`src/rtl/mpx_pkg.sv`:
```
// Shared definitions for the stereo MPX encoder/decoder pair:
// demux FSM states, APB register word offsets and CTRL bit positions.
package mpx_pkg;

    typedef enum logic [1:0] {
        DISABLED = 2'd0,
        WAIT_R   = 2'd1,
        WAIT_L   = 2'd2
    } state_t;

    // Word offsets as decoded from paddr[3:2]
    localparam logic [1:0] REG_CTRL    = 2'd0;
    localparam logic [1:0] REG_PAIRS   = 2'd1;
    localparam logic [1:0] REG_DROPS   = 2'd2;
    localparam logic [1:0] REG_TIMEOUT = 2'd3;

    localparam int CTRL_ENABLE    = 0;
    localparam int CTRL_PILOT_SUB = 1;
    localparam int CTRL_SWAP      = 2;

endpackage

```
`src/rtl/mpx_demux_regs.sv`:
```
// APB register file for the stereo demux: CTRL and TIMEOUT storage plus the
// pair and saturating drop counters, both cleared by any write to their offset.
module mpx_demux_regs
    import mpx_pkg::*;
#(
    parameter logic [15:0] TIMEOUT_DEFAULT = 16'd1024,
    parameter int          DROP_WIDTH      = 16
) (
    input  logic        clk,
    input  logic        reset,
    input  logic        psel,
    input  logic        penable,
    input  logic [31:0] paddr,
    input  logic        pwrite,
    input  logic [31:0] pwdata,
    output logic [31:0] prdata,
    input  logic        pair_inc,
    input  logic        drop_inc,
    output logic        ctrl_enable,
    output logic        ctrl_pilot_sub,
    output logic        ctrl_swap,
    output logic [15:0] timeout
);

    logic [2:0]            ctrl;
    logic [31:0]           pairs;
    logic [DROP_WIDTH-1:0] drops;
    logic                  wr_en;
    logic [1:0]            reg_sel;
    logic                  unused_bits;

    assign wr_en       = psel & penable & pwrite;
    assign reg_sel     = paddr[3:2];
    assign unused_bits = ^{paddr[31:4], paddr[1:0], pwdata[31:16]};

    assign ctrl_enable    = ctrl[CTRL_ENABLE];
    assign ctrl_pilot_sub = ctrl[CTRL_PILOT_SUB];
    assign ctrl_swap      = ctrl[CTRL_SWAP];

    // A clear landing in the same cycle as an increment takes priority
    always_ff @(posedge clk) begin
        if (reset) begin
            ctrl    <= '0;
            timeout <= TIMEOUT_DEFAULT;
            pairs   <= '0;
            drops   <= '0;
        end else begin
            if (wr_en && reg_sel == REG_CTRL)
                ctrl <= pwdata[2:0];
            if (wr_en && reg_sel == REG_TIMEOUT)
                timeout <= pwdata[15:0];

            if (wr_en && reg_sel == REG_PAIRS)
                pairs <= '0;
            else if (pair_inc)
                pairs <= pairs + 32'd1;

            if (wr_en && reg_sel == REG_DROPS)
                drops <= '0;
            else if (drop_inc && drops != {DROP_WIDTH{1'b1}})
                drops <= drops + DROP_WIDTH'(1);
        end
    end

    always_comb begin
        prdata = '0;
        if (psel) begin
            case (reg_sel)
                REG_CTRL:    prdata = {29'd0, ctrl};
                REG_PAIRS:   prdata = pairs;
                REG_DROPS:   prdata = 32'(drops);
                REG_TIMEOUT: prdata = {16'd0, timeout};
                default:     prdata = '0;
            endcase
        end
    end

endmodule

```
`src/rtl/stereo_demux.sv`:
```
// Receive-side MPX demultiplexer: strips the pilot reference from each sample
// and pairs the alternating R/L stream into registered stereo outputs.
module stereo_demux
    import mpx_pkg::*;
#(
    parameter logic [15:0] TIMEOUT_DEFAULT = 16'd1024,
    parameter int          DROP_WIDTH      = 16
) (
    input  logic        clk,
    input  logic        reset,
    input  logic        penable,
    input  logic        psel,
    input  logic [31:0] paddr,
    input  logic        pwrite,
    input  logic [31:0] pwdata,
    output logic [31:0] prdata,
    input  logic [15:0] mpx_in,
    input  logic        mpx_valid,
    input  logic [15:0] pilot_ref,
    input  logic        sync,
    output logic [15:0] out_l,
    output logic [15:0] out_r,
    output logic        out_valid
);

    logic        ctrl_enable;
    logic        ctrl_pilot_sub;
    logic        ctrl_swap;
    logic [15:0] timeout;
    state_t      state;
    logic [15:0] hold_r;
    logic [15:0] gap;
    logic [15:0] sample;
    logic [16:0] gap_next;
    logic        timeout_hit;
    logic        take_r;
    logic        emit_pair;
    logic        drop_evt;

    mpx_demux_regs #(
        .TIMEOUT_DEFAULT (TIMEOUT_DEFAULT),
        .DROP_WIDTH      (DROP_WIDTH)
    ) u_regs (
        .clk            (clk),
        .reset          (reset),
        .psel           (psel),
        .penable        (penable),
        .paddr          (paddr),
        .pwrite         (pwrite),
        .pwdata         (pwdata),
        .prdata         (prdata),
        .pair_inc       (emit_pair),
        .drop_inc       (drop_evt),
        .ctrl_enable    (ctrl_enable),
        .ctrl_pilot_sub (ctrl_pilot_sub),
        .ctrl_swap      (ctrl_swap),
        .timeout        (timeout)
    );

    assign sample      = ctrl_pilot_sub ? (mpx_in - pilot_ref) : mpx_in;
    assign gap_next    = {1'b0, gap} + 17'd1;
    assign timeout_hit = (timeout != 16'd0) && (gap_next >= {1'b0, timeout});

    // sync realigns before the same-cycle sample is looked at, so that sample becomes R
    always_comb begin
        take_r    = 1'b0;
        emit_pair = 1'b0;
        drop_evt  = 1'b0;
        if (ctrl_enable) begin
            if (sync) begin
                drop_evt = (state == WAIT_L);
                take_r   = mpx_valid;
            end else begin
                case (state)
                    WAIT_R: take_r = mpx_valid;
                    WAIT_L: begin
                        if (mpx_valid)
                            emit_pair = 1'b1;
                        else if (timeout_hit)
                            drop_evt = 1'b1;
                    end
                    default: ;
                endcase
            end
        end
    end

    always_ff @(posedge clk) begin
        if (reset) begin
            state     <= DISABLED;
            hold_r    <= '0;
            gap       <= '0;
            out_l     <= '0;
            out_r     <= '0;
            out_valid <= 1'b0;
        end else begin
            out_valid <= emit_pair;
            if (emit_pair) begin
                out_l <= ctrl_swap ? hold_r : sample;
                out_r <= ctrl_swap ? sample : hold_r;
            end

            if (!ctrl_enable) begin
                state <= DISABLED;
            end else if (take_r) begin
                hold_r <= sample;
                gap    <= '0;
                state  <= WAIT_L;
            end else if (emit_pair || drop_evt || sync) begin
                state <= WAIT_R;
            end else if (state == DISABLED) begin
                state <= WAIT_R;
            end else if (state == WAIT_L && gap != 16'hFFFF) begin
                gap <= gap + 16'd1;
            end
        end
    end

endmodule

```
`config.mk`:
```
export PLATFORM = sky130hd
export DESIGN_NAME = stereo_demux
export DESIGN_NICKNAME = d
export VERILOG_FILES = /design/src/rtl/mpx_pkg.sv /design/src/rtl/mpx_demux_regs.sv /design/src/rtl/stereo_demux.sv
export SDC_FILE = /design/constraint.sdc
export NUM_CORES = 1
export LEC_CHECK = 0
export BUFFER_PORTS_ARGS = -buffer_cell sky130_fd_sc_hd__buf_2
export CORE_ASPECT_RATIO = 2
export CORE_MARGIN = 2
export CORE_UTILIZATION = 55
export DETAILED_ROUTE_END_ITERATION = 8
export PLACE_DENSITY = 0.79
export SLEW_MARGIN = 20
export SYNTH_ARGS = -nofsm -noshare
export SYNTH_HDL_FRONTEND = slang
export SYNTH_SLANG_ARGS = --single-unit
```
`constraint.sdc`:
```
create_clock -name clk -period 4 [get_ports clk]
set_input_delay 0.4 -clock clk [delete_from_list [all_inputs] [get_ports clk]]
set_output_delay 0.4 -clock clk [all_outputs]
set_load 0.01 [all_outputs]
```
==> results.py, run 1 <==
metrics = {
    "worst_setup_path": {
        "r2r_setup_slack_ns": 0.32,
        "critPathMaxFanout": 10,
        "ff2ff_path_depth": 18,
        "crit_type": "register to register",
        "cp_data_arrival_time_ns": 4.04,
        "cpPeakStageDelay_ns": 0.47,
        "cp-start-kind": "register",
        "crit_path_end_kind": "register",
        "critPathRequiredTime_ns": 4.36,
        "path_cells": "nand3_2, or2_2, nor2_1, nand2_1, nor2_2, nor2b_1, or2_2, ha_1, nand4_1, nor4_2, a211o_1, nor3_2, a21oi_4, buf_4, o21ai_2, buf_4, or4_1, nand2_1",
        "r2r_end": "u_regs.drops[6]$_SDFFE_PP0P_",
        "critPathTopFamily": "simple AND/OR/NAND/NOR gates",
        "crit_buf_inv": 2,
        "cp_slowest_cell": "or4_1",
        "r2r_start": "gap[2]$_SDFFE_PP0P_",
    },
    "detailed_routing": {
        "wirelength_mm": 21.0,
        "ant_nets": 0,
        "drc": 0,
        "viasPerCell": 5.77,
        "drtIter0Drc": 307,
        "first_pass_iters": 5,
        "dr_total_vias": 7506,
        "wire_per_inst_um": 16.1,
    },
    "sta": {
        "worstMarginPinSlew_ns": 1.05,
        "slew_viol_final": 0,
        "fin_ws_ns": 0.316,
        "fin_hold_ws_ns": 0.217,
        "fin_worst_skew_ns": 0.0108,
        "period_needed_ns": 3.68,
        "hold_violations": 0,
        "maxSlewHeadroom": 0.298,
        "finalCritPeriodShare": 0.921,
        "fmax_ghz": 0.271,
        "fin_setup_tns_ns": 0,
        "grt_setup_unrepaired": "false",
        "setup_viol": 0,
    },
    "clock_network": {
        "ctsHoldBuffers": 0,
        "clockBufferDepth": 2,
        "cts_root_buf": "clkbuf_16",
        "numCtsBuffers": 17,
        "clkTransAtPathRegs_ns": 0.07,
        "clk-insertion-delay-late_ns": 0.41,
        "cts_tree": "built",
        "htree_levels": 4,
        "cts_sinks": 134,
    },
    "placed_design": {
        "placed_area_sq_mm": 0.00853,
        "dp_hpwl_mm": 15.5,
        "preCtsSetupSlack_ns": 0.104,
        "gp_congestion": 0.909,
        "dp.cells": 1268,
        "io_buffers": 121,
    },
    "floorplanning": {
        "fp.coreArea_sq_mm": 0.0139,
        "start_util": 0.559,
        "rows": 61,
        "io_pins": 168,
        "die_x_um": 88.1,
        "die-area_sq_mm": 0.0152,
        "fp.dieH_um": 172,
    },
    "pwr": {
        "power_density_mw_per_mm2": 340,
        "ir_drop_mv": 0.270,
        "p_leak_nw": 3.71,
        "p_total_mw": 3.11,
    },
    "layout": {
        "drive_gt1_frac": 0.194,
        "n_antenna_cell": 0,
        "nNetsFinal": 1236,
        "nFillCells": 1262,
        "stdcell_count": 1300,
        "fin_util": 0.657,
        "design_area_sq_mm": 0.00913,
        "synthToLayoutAreaGrowth_pct": 17.4,
    },
    "grt": {
        "grt_pass1_wl_mm": 33.7,
        "grt_max_degree": 63,
        "grt_pass1_vias": 7173,
        "grtUsageTotal": 0.283,
        "antenna_found_initial": 0,
        "overflow": 0,
    },
    "yosys": {
        "synth_enable_flop_cells": 0,
        "ys_ff_latch": 134,
        "post-synth-top-area-cell": "dfxtp_1",
        "ys_async_sr_fraction": 0,
        "yosys.area.top_type_share": 0.345,
        "synth-seq-area-share": 0.345,
        "synth_warnings": 0,
        "synth_fp_nets": 1134,
        "synth.area.top_cells": "dfxtp_1 (35%), nand2_1 (6.2%), ha_1 (5.5%), a21oi_1 (5.2%), nor2_1 (4.8%)",
        "synth_cells": 996,
        "synth.distinct_cells": 73,
        "synth_area_per_cell_sq_um": 7.80,
        "synth_area_sq_mm": 0.00777,
        "ys.flop_type": "dfxtp_1",
    },
    "hold_path": {
        "min_from": "pwdata[7]",
        "hold_path_class": "input pin to register",
        "hold_path_end": "u_regs.timeout[7]$_SDFFE_PP0P_",
        "min_path_cells": 3,
    },
    "job": {
        "cap_violations": 0,
    },
    "run_status": {
        "status": "completed",
    },
}
cell type report:
| class | instances | area [sq um] | area share |
|---|---|---|---|
| timing repair buffer | 138 | 733 | 0.0803 |
| clock buffer | 18 | 439 | 0.0481 |
| tap | 189 | 236 | 0.0259 |
| clock inverter | 14 | 140 | 0.0154 |
| inverter | 49 | 184 | 0.0202 |
| sequential | 134 | 2690 | 0.294 |
| multi-input combinational | 758 | 4710 | 0.516 |
where the power goes:
part           total [mW]  internal, mW  leakage [nW]  switching [mW]
clock                1.52         0.889         0.281           0.633
combinational       0.240        0.0938          2.35           0.147
sequential           1.34          1.34          1.08         0.00494
kinds of logic (layout without fill, tap and decap cells):
logic type	Yosys count	in the layout	share of synthesized area
and+or+nand+nor	414	414	0.261
muxes	27	27	0.0415
adders and majority gates	35	35	0.0573
AOI/OAI and AO/OA	236	236	0.192
DFF	134	134	0.345
xor gates and xnor gates	46	46	0.0518
buffers and inverters	104	219	0.0514
cells in the final DEF (no fill, tap or decap), drive strengths merged, types with 7 or more instances in the layout:
master,netlist,final
ha,34,34
a211oi,25,25
o21ai,50,50
or3,23,23
buf,12,138
a22oi,15,15
o211ai,13,13
nand2,128,128
nor2,99,99
mux2i,12,12
a21o,9,9
xnor2,18,18
nor3,16,16
and2,7,7
nand3,40,40
nor2b,23,23
nor4,9,9
mux2,12,12
inv,47,54
dfxtp,134,134
xor2,28,28
clkbuf,43,18
a31oi,12,12
nand4,13,13
a21oi,82,82
and3,26,26
timing repair:
| action | CTS | global route |
|---|---|---|
| gates resized for setup | 0 | 7 |
| endpoints found under the setup margin | 0 | 30 |
| setup buffers | 0 | 0 |
sequential cells by signal (all words and copies together), names as in the netlist:
register and count:
state 2, u_regs.ctrl 3, hold_r 16, u_regs.timeout 16, out_l 16, u_regs.pairs 32, out_r 16, gap 16
u_regs.drops 16, out_valid 1
worst min-delay path, cell delays in order:
cell     delay [ns]
buf_2          0.09
nand2_1        0.04
a21oi_1        0.05
metal layers:
metal,wire [um],vias to the layer above,part of all wire,GRT usage
met5,0,-,0,0
met4,1250,0,0.059,0.178
met3,1020,68,0.048,0.0511
met2,11300,225,0.54,0.532
met1,7480,3488,0.36,0.274
li1,-,3725,-,-
Yosys cell counts (all sizes together), types with 2 or more instances:
master / n
dfxtp: 134
nand2: 128
nor2: 99
a21oi: 82
o21ai: 50
inv: 47
clkbuf: 43
nand3: 40
ha: 34
xor2: 28
and3: 26
a211oi: 25
nor2b: 23
or3: 23
xnor2: 18
nor3: 16
a22oi: 15
nand4: 13
o211ai: 13
a31oi: 12
buf: 12
mux2: 12
mux2i: 12
a21o: 9
nor4: 9
and2: 7
and4: 6
o21a: 6
or2: 6
or4: 6
o31ai: 4
o41ai: 4
mux4: 3
nor3b: 3
a2111oi: 2
clkinv: 2
nand3b: 2
o21bai: 2
how the worst max path moves through the flow:
stage                              from                      endpoint  slack [ns]  cells after the start
floorplan           gap[2]$_SDFFE_PP0P_           gap[6]$_SDFFE_PP0P_        0.33                     17
global placement    gap[2]$_SDFFE_PP0P_           gap[8]$_SDFFE_PP0P_        0.20                     16
detailed placement  gap[2]$_SDFFE_PP0P_           gap[8]$_SDFFE_PP0P_        0.10                     16
CTS                 gap[2]$_SDFFE_PP0P_           gap[8]$_SDFFE_PP0P_        0.08                     16
global route        gap[1]$_SDFFE_PP0P_  u_regs.drops[6]$_SDFFE_PP0P_        0.05                     18
finish              gap[2]$_SDFFE_PP0P_  u_regs.drops[6]$_SDFFE_PP0P_        0.32                     18
No activity file was read; power rests on OpenSTA's default activity.
==> run 2, diff against run 1 <==
- CTS_BUF_LIST: unset -> sky130_fd_sc_hd__clkbuf_16
==> results.py, run 2 (synthesis gave the netlist of run 1 again) <==
metrics = {
    "worst_setup_path": {
        "cp_data_arrival_time_ns": 4.04,
        "critPathTopFamily": "simple AND/OR/NAND/NOR gates",
        "cp.depth": 18,
        "crit_type": "register to register",
        "path_cells": "nand3_2, or2_2, nor2_1, nand2_1, nor2_2, nor2b_1, or2_2, ha_1, nand4_1, nor4_2, a211o_1, nor3_2, a21oi_4, buf_4, o21ai_2, buf_4, or4_1, nand2_1",
        "cpPeakStageDelay_ns": 0.47,
        "cp_slowest_cell": "or4_1",
        "crit_buf_inv": 2,
        "critPathRequiredTime_ns": 4.36,
        "cp-start-kind": "register",
        "critPathMaxFanout": 10,
        "ff2ff_path_depth": 18,
        "crit_path_end_kind": "register",
    },
    "clock_network": {
        "numCtsBuffers": 17,
        "cts_sinks": 134,
        "clockBufferDepth": 2,
        "clkTransAtPathRegs_ns": 0.07,
        "htree_levels": 4,
        "clk-insertion-delay-late_ns": 0.42,
        "cts_tree": "built",
        "cts_root_buf": "clkbuf_16",
    },
    "pwr": {
        "power_density_mw_per_mm2": 338,
        "combPwrFrac": 0.078,
        "clkPwrFrac": 0.486,
        "internal_power_mw": 2.30,
        "seqPwrFrac": 0.436,
        "p_switching_mw": 0.780,
        "p_leak_nw": 3.71,
        "switching_share": 0.253,
        "ir_drop_mv": 0.272,
    },
    "sta": {
        "setup_viol": 0,
        "slew_viol_final": 0,
        "period_needed_ns": 3.68,
        "worstMarginPinSlew_ns": 1.05,
        "hold_violations": 0,
        "grt_setup_unrepaired": "false",
        "fin_worst_skew_ns": 0.00991,
        "fmax_ghz": 0.272,
        "fin_setup_tns_ns": 0,
        "maxSlewHeadroom": 0.297,
        "finalCritPeriodShare": 0.921,
    },
    "layout": {
        "multi_input_area_sq_mm": 0.00471,
        "stdcell_count": 1300,
        "n_antenna_cell": 0,
        "largest_reg_flops": 32,
        "nNetsFinal": 1236,
        "nFillCells": 1266,
        "drive_gt1_frac": 0.193,
        "mostFrequentLayoutCells": "dfxtp_1 (132), nand2_1 (128), buf_2 (121), nor2_1 (98), a21oi_1 (81)",
        "final_common_cell": "dfxtp_1",
        "register_area_sq_mm": 0.00269,
        "top_register": "u_regs.pairs",
        "synthToLayoutAreaGrowth_pct": 17.3,
    },
    "detailed_routing": {
        "first_pass_iters": 5,
        "ant_nets": 0,
        "wirelength_mm": 20.8,
        "drc": 0,
        "dr_total_vias": 7468,
        "wire_per_inst_um": 16.0,
        "drtIter0Drc": 307,
        "viasPerCell": 5.74,
    },
    "hold_path": {
        "min_path_cells": 3,
        "hold_path_class": "input pin to register",
    },
    "grt": {
        "grt_pass1_vias": 7194,
        "antenna_found_initial": 0,
        "grtUsageTotal": 0.283,
        "grt_pass1_wl_mm": 33.7,
        "grt_max_degree": 63,
        "overflow": 0,
    },
    "floorplanning": {
        "io_pins": 168,
        "die-area_sq_mm": 0.0152,
        "rows": 61,
        "die_x_um": 88.1,
        "fp.dieH_um": 172,
        "fp.coreArea_sq_mm": 0.0139,
        "start_util": 0.559,
    },
    "placed_design": {
        "gp_congestion": 0.909,
        "io_buffers": 121,
        "dp.cells": 1268,
        "dp_hpwl_mm": 15.5,
    },
    "run_status": {
        "status": "completed",
    },
    "job": {
        "cap_violations": 0,
    },
}
-- run 2: cell types whose count changed in the layout (fill, tap and decap cells not counted), sizes merged --
cell	previous run	this run
clkbuf	18	17
clkinv	6	7
-- run 2: tightest hold or removal path, delay by kind of cell --
kind	cells	cell delay [ns]
buffers and inverters	1	0.09
AOI/OAI and AO/OA	1	0.05
and+or+nand+nor	1	0.04
-- run 2: layout make-up --
| cell class | instances | share of cell area |
|---|---|---|
| well taps | 189 | 0.0259 |
| clock buffers | 17 | 0.0467 |
| repair buffers | 138 | 0.0804 |
| inverters | 49 | 0.0202 |
| clock inverters | 15 | 0.0158 |
| multi-input cells | 758 | 0.516 |
| flip-flops and latches | 134 | 0.295 |
-- run 2: repair_timing --
item	in CTS	in global routing
resized for setup	0	7
buffers inserted	0	0
hold buffers	0	0
setup endpoints to repair	0	30
-- run 2: through the flow --
stage	worst slack (ns)	total power, mW	instance area, sq um	hold WS, ns	util
3_5_place_dp	0.104	1.61	8530	0.443	0.614
2_1_floorplan	0.328	1.53	7770	0.448	-
5_1_grt	0.0452	3.19	9120	0.209	0.656
3_3_place_gp	0.200	1.61	8530	0.436	0.614
4_1_cts	0.0809	3.10	9090	0.211	0.655
6_report	0.318	3.08	9120	0.217	0.656
-- run 2: final timing paths --
path	start	end	slack [ns]
worst max-delay path	gap[2]$_SDFFE_PP0P_	u_regs.drops[6]$_SDFFE_PP0P_	0.32
worst min-delay path	pwdata[7]	u_regs.timeout[7]$_SDFFE_PP0P_	0.22
worst max register to register	gap[2]$_SDFFE_PP0P_	u_regs.drops[6]$_SDFFE_PP0P_	0.32
worst min register to register	out_l[5]$_SDFFE_PP0P_	out_l[5]$_SDFFE_PP0P_	0.45
-- run 2: metal layers --
metal	track usage	vias up	part of all wire
met3	0.0511	69	0.049
met2	0.535	233	0.54
li1	-	3726	-
met5	0	-	0
met4	0.170	0	0.060
met1	0.273	3440	0.35
-- run 2: power groups by stage --
stage | clock network (mW) | registers [mW] | logic, mW
finish | 1.50 | 1.34 | 0.240
global route | 1.58 | 1.34 | 0.267
CTS | 1.52 | 1.34 | 0.240
floorplan | 0 | 1.37 | 0.162
detailed placement | 0 | 1.37 | 0.239
global placement | 0 | 1.37 | 0.235
==> run 3, diff against run 2 <==
- CORE_UTILIZATION: 55 -> 56
- SYNTH_HIERARCHICAL: unset -> 1
==> results.py, run 3 <==
metrics = {
    "run_status": {
        "status": "completed",
    },
    "yosys": {
        "synth_warnings": 6,
        "synth_area_per_cell_sq_um": 8.14,
        "post-synth-top-area-cell": "dfxtp_1",
        "synth_top_family_by_area": "simple AND/OR/NAND/NOR gates",
        "synthXorXnorAreaFrac": 0.0321,
        "synth-seq-area-share": 0.318,
        "synth.area.top_cells": "dfxtp_1 (32%), ha_1 (5.0%), nand2_1 (5.0%), a21oi_1 (4.8%), nor2_1 (3.3%)",
        "synth_enable_flop_cells": 0,
        "ys_async_sr_fraction": 0,
        "ys.flop_type": "dfxtp_1",
        "ys_ff_latch": 134,
        "synth-simple-area-share": 0.259,
        "synth_compound_area_frac": 0.234,
        "synth_mux_area_frac": 0.0406,
        "synth.top_cells.by_count": "dfxtp_1 (134), nand2_1 (113), a21oi_1 (81)",
        "synthAdderAreaFrac": 0.0527,
        "synth.distinct_cells": 85,
        "synth_fp_nets": 1176,
        "yosys.area.top_type_share": 0.318,
        "synth_area_sq_mm": 0.00845,
        "synth_most_common_cell": "dfxtp_1",
        "synth_cells": 1038,
    },
    "clock_network": {
        "clkTransAtPathRegs_ns": 0.06,
        "numCtsBuffers": 17,
        "cts_sinks": 134,
        "post_cts_buffers": 0,
        "cts_tree": "built",
        "clk-insertion-delay-late_ns": 0.42,
        "htree_levels": 4,
        "cts_root_buf": "clkbuf_16",
        "clockBufferDepth": 2,
    },
    "worst_setup_path": {
        "r2r_end": "u_regs/drops[10]$_SDFFE_PP0P_",
        "r2r_setup_slack_ns": 0.19,
        "critPathRequiredTime_ns": 4.28,
        "crit_path_end_kind": "register",
        "critPathMaxFanout": 7,
        "crit_path_frequent_cell": "buf_4",
        "crit_type": "register to register",
        "critPathTopFamily": "compound AO/OA/AOI/OAI gates",
        "cp_slowest_cell": "dfxtp_2",
        "crit_buf_inv": 3,
        "path_cells": "and3_2, nand3_4, nor2_4, nand3_2, buf_4, xnor2_2, ha_1, a21o_1, a21o_1, a211o_1, o211ai_1, nand3b_1, a211oi_2, o22ai_2, and4_1, buf_4, o2111ai_1, buf_4, xor2_1, nor2_1",
        "r2r_start": "gap[2]$_SDFFE_PP0P_",
        "cp-start-kind": "register",
        "cpPeakStageDelay_ns": 0.38,
        "ff2ff_path_depth": 20,
        "cp_data_arrival_time_ns": 4.09,
    },
    "placed_design": {
        "dp.cells": 1328,
        "io_buffers": 121,
        "preCtsSetupSlack_ns": 0.0191,
        "dp_hpwl_mm": 17.3,
        "gp_congestion": 0.954,
    },
    "floorplanning": {
        "rows": 63,
        "fp.coreArea_sq_mm": 0.0148,
        "die-area_sq_mm": 0.0161,
        "fp.dieH_um": 178,
        "io_pins": 168,
        "die_x_um": 90.8,
        "start_util": 0.570,
    },
    "sta": {
        "maxSlewHeadroom": 0.306,
        "fin_setup_tns_ns": 0,
        "fin_worst_skew_ns": 0.00626,
        "fmax_ghz": 0.262,
        "finalCritPeriodShare": 0.953,
        "setup_viol": 0,
        "hold_violations": 0,
        "slew_viol_final": 0,
        "period_needed_ns": 3.81,
        "worstMarginPinSlew_ns": 1.03,
        "grt_setup_unrepaired": "false",
        "fin_ws_ns": 0.189,
    },
    "grt": {
        "antenna_found_initial": 0,
        "grt_pass1_vias": 8155,
        "overflow": 0,
        "grtUsageTotal": 0.296,
        "grt_pass1_wl_mm": 38.6,
        "grt_max_degree": 49,
    },
    "layout": {
        "final_common_cell": "dfxtp_1",
        "n_antenna_cell": 0,
        "stdcell_count": 1360,
        "largest_reg_flops": 32,
        "mostFrequentLayoutCells": "dfxtp_1 (131), buf_2 (121), nand2_1 (113), a21oi_1 (81), nor2_1 (74)",
        "drive_gt1_frac": 0.218,
        "nNetsFinal": 1290,
        "fin_util": 0.666,
        "nFillCells": 1324,
        "top_register": "u_regs/pairs",
        "synthToLayoutAreaGrowth_pct": 16.8,
    },
    "pwr": {
        "power_density_mw_per_mm2": 322,
        "p_leak_nw": 3.94,
        "ir_drop_mv": 0.287,
    },
    "detailed_routing": {
        "wirelength_mm": 23.9,
        "drc": 0,
        "ant_nets": 0,
        "viasPerCell": 6.17,
        "drtIter0Drc": 507,
        "wire_per_inst_um": 17.6,
        "dr_total_vias": 8395,
        "first_pass_iters": 5,
    },
    "job": {
        "cap_violations": 0,
    },
    "hold_path": {
        "hold_path_class": "input pin to register",
        "hold_path_end": "u_regs/timeout[10]$_SDFFE_PP1P_",
        "min_from": "pwdata[10]",
        "min_path_cells": 3,
    },
}
run 3: cells by family (layout without fill, tap and decap cells):
group	after synthesis	count (layout)
AOI/OAI and AO/OA	286	286
xor gates and xnor gates	31	31
adders and majority gates	35	35
buffers and inverters	116	243
DFF	134	134
muxes	29	29
and+or+nand+nor	407	407
run 3: how the worst max path moves through the flow:
| stage | end | cells past startpoint | from | slack (ns) |
|---|---|---|---|---|
| floorplan | u_regs/drops[13]$_SDFFE_PP0P_ | 16 | gap[0]$_SDFFE_PP0P_ | 0.0003 |
| global placement | u_regs/drops[11]$_SDFFE_PP0P_ | 17 | gap[0]$_SDFFE_PP0P_ | 0.11 |
| detailed placement | u_regs/drops[9]$_SDFFE_PP0P_ | 17 | gap[0]$_SDFFE_PP0P_ | 0.02 |
| CTS | u_regs/drops[10]$_SDFFE_PP0P_ | 20 | gap[2]$_SDFFE_PP0P_ | 0.009 |
| global route | u_regs/drops[10]$_SDFFE_PP0P_ | 20 | gap[2]$_SDFFE_PP0P_ | 0.03 |
| finish | u_regs/drops[10]$_SDFFE_PP0P_ | 20 | gap[2]$_SDFFE_PP0P_ | 0.19 |
run 3: per-layer routing:
layer,track usage,part of all wire,vias up
li1,-,-,4080
met1,0.306,0.37,3955
met2,0.556,0.54,283
met3,0.0412,0.043,77
met4,0.184,0.053,0
met5,0,0,-
run 3: worst min-delay path, stage by stage:
cell and delay, ns:
buf_2 0.08, nand2_1 0.05, nand3b_1 0.07
run 3: per-stage QoR:
stage          total power [mW]  hold slack [ns]  cell area (sq um)
6_report                   3.18            0.213               9860
5_1_grt                    3.28            0.210               9860
4_1_cts                    3.19            0.207               9840
3_5_place_dp               1.63            0.445               9240
3_3_place_gp               1.63            0.437               9240
2_1_floorplan              1.55            0.445               8450
run 3: layout make-up:
class	instances	area (sq um)	area share
Multi-Input combinational cell	788	5250	0.533
Sequential cell	134	2690	0.272
Timing Repair Buffer	160	898	0.0911
Clock buffer	17	425	0.0431
Tap cell	195	244	0.0247
Inverter	51	191	0.0194
Clock inverter	15	165	0.0167
run 3: repair_timing:
item / CTS / global route
resized for setup: 2 / 9
endpoints found under the setup margin: 2 / 16
pin swaps: 0 / 0
hold buffers: 0 / 0
run 3: power by group:
part	internal, mW	leakage [nW]	total [mW]	switching [mW]
combinational	0.0953	2.58	0.262	0.167
sequential	1.34	1.08	1.34	0.00438
clock	0.970	0.279	1.57	0.602
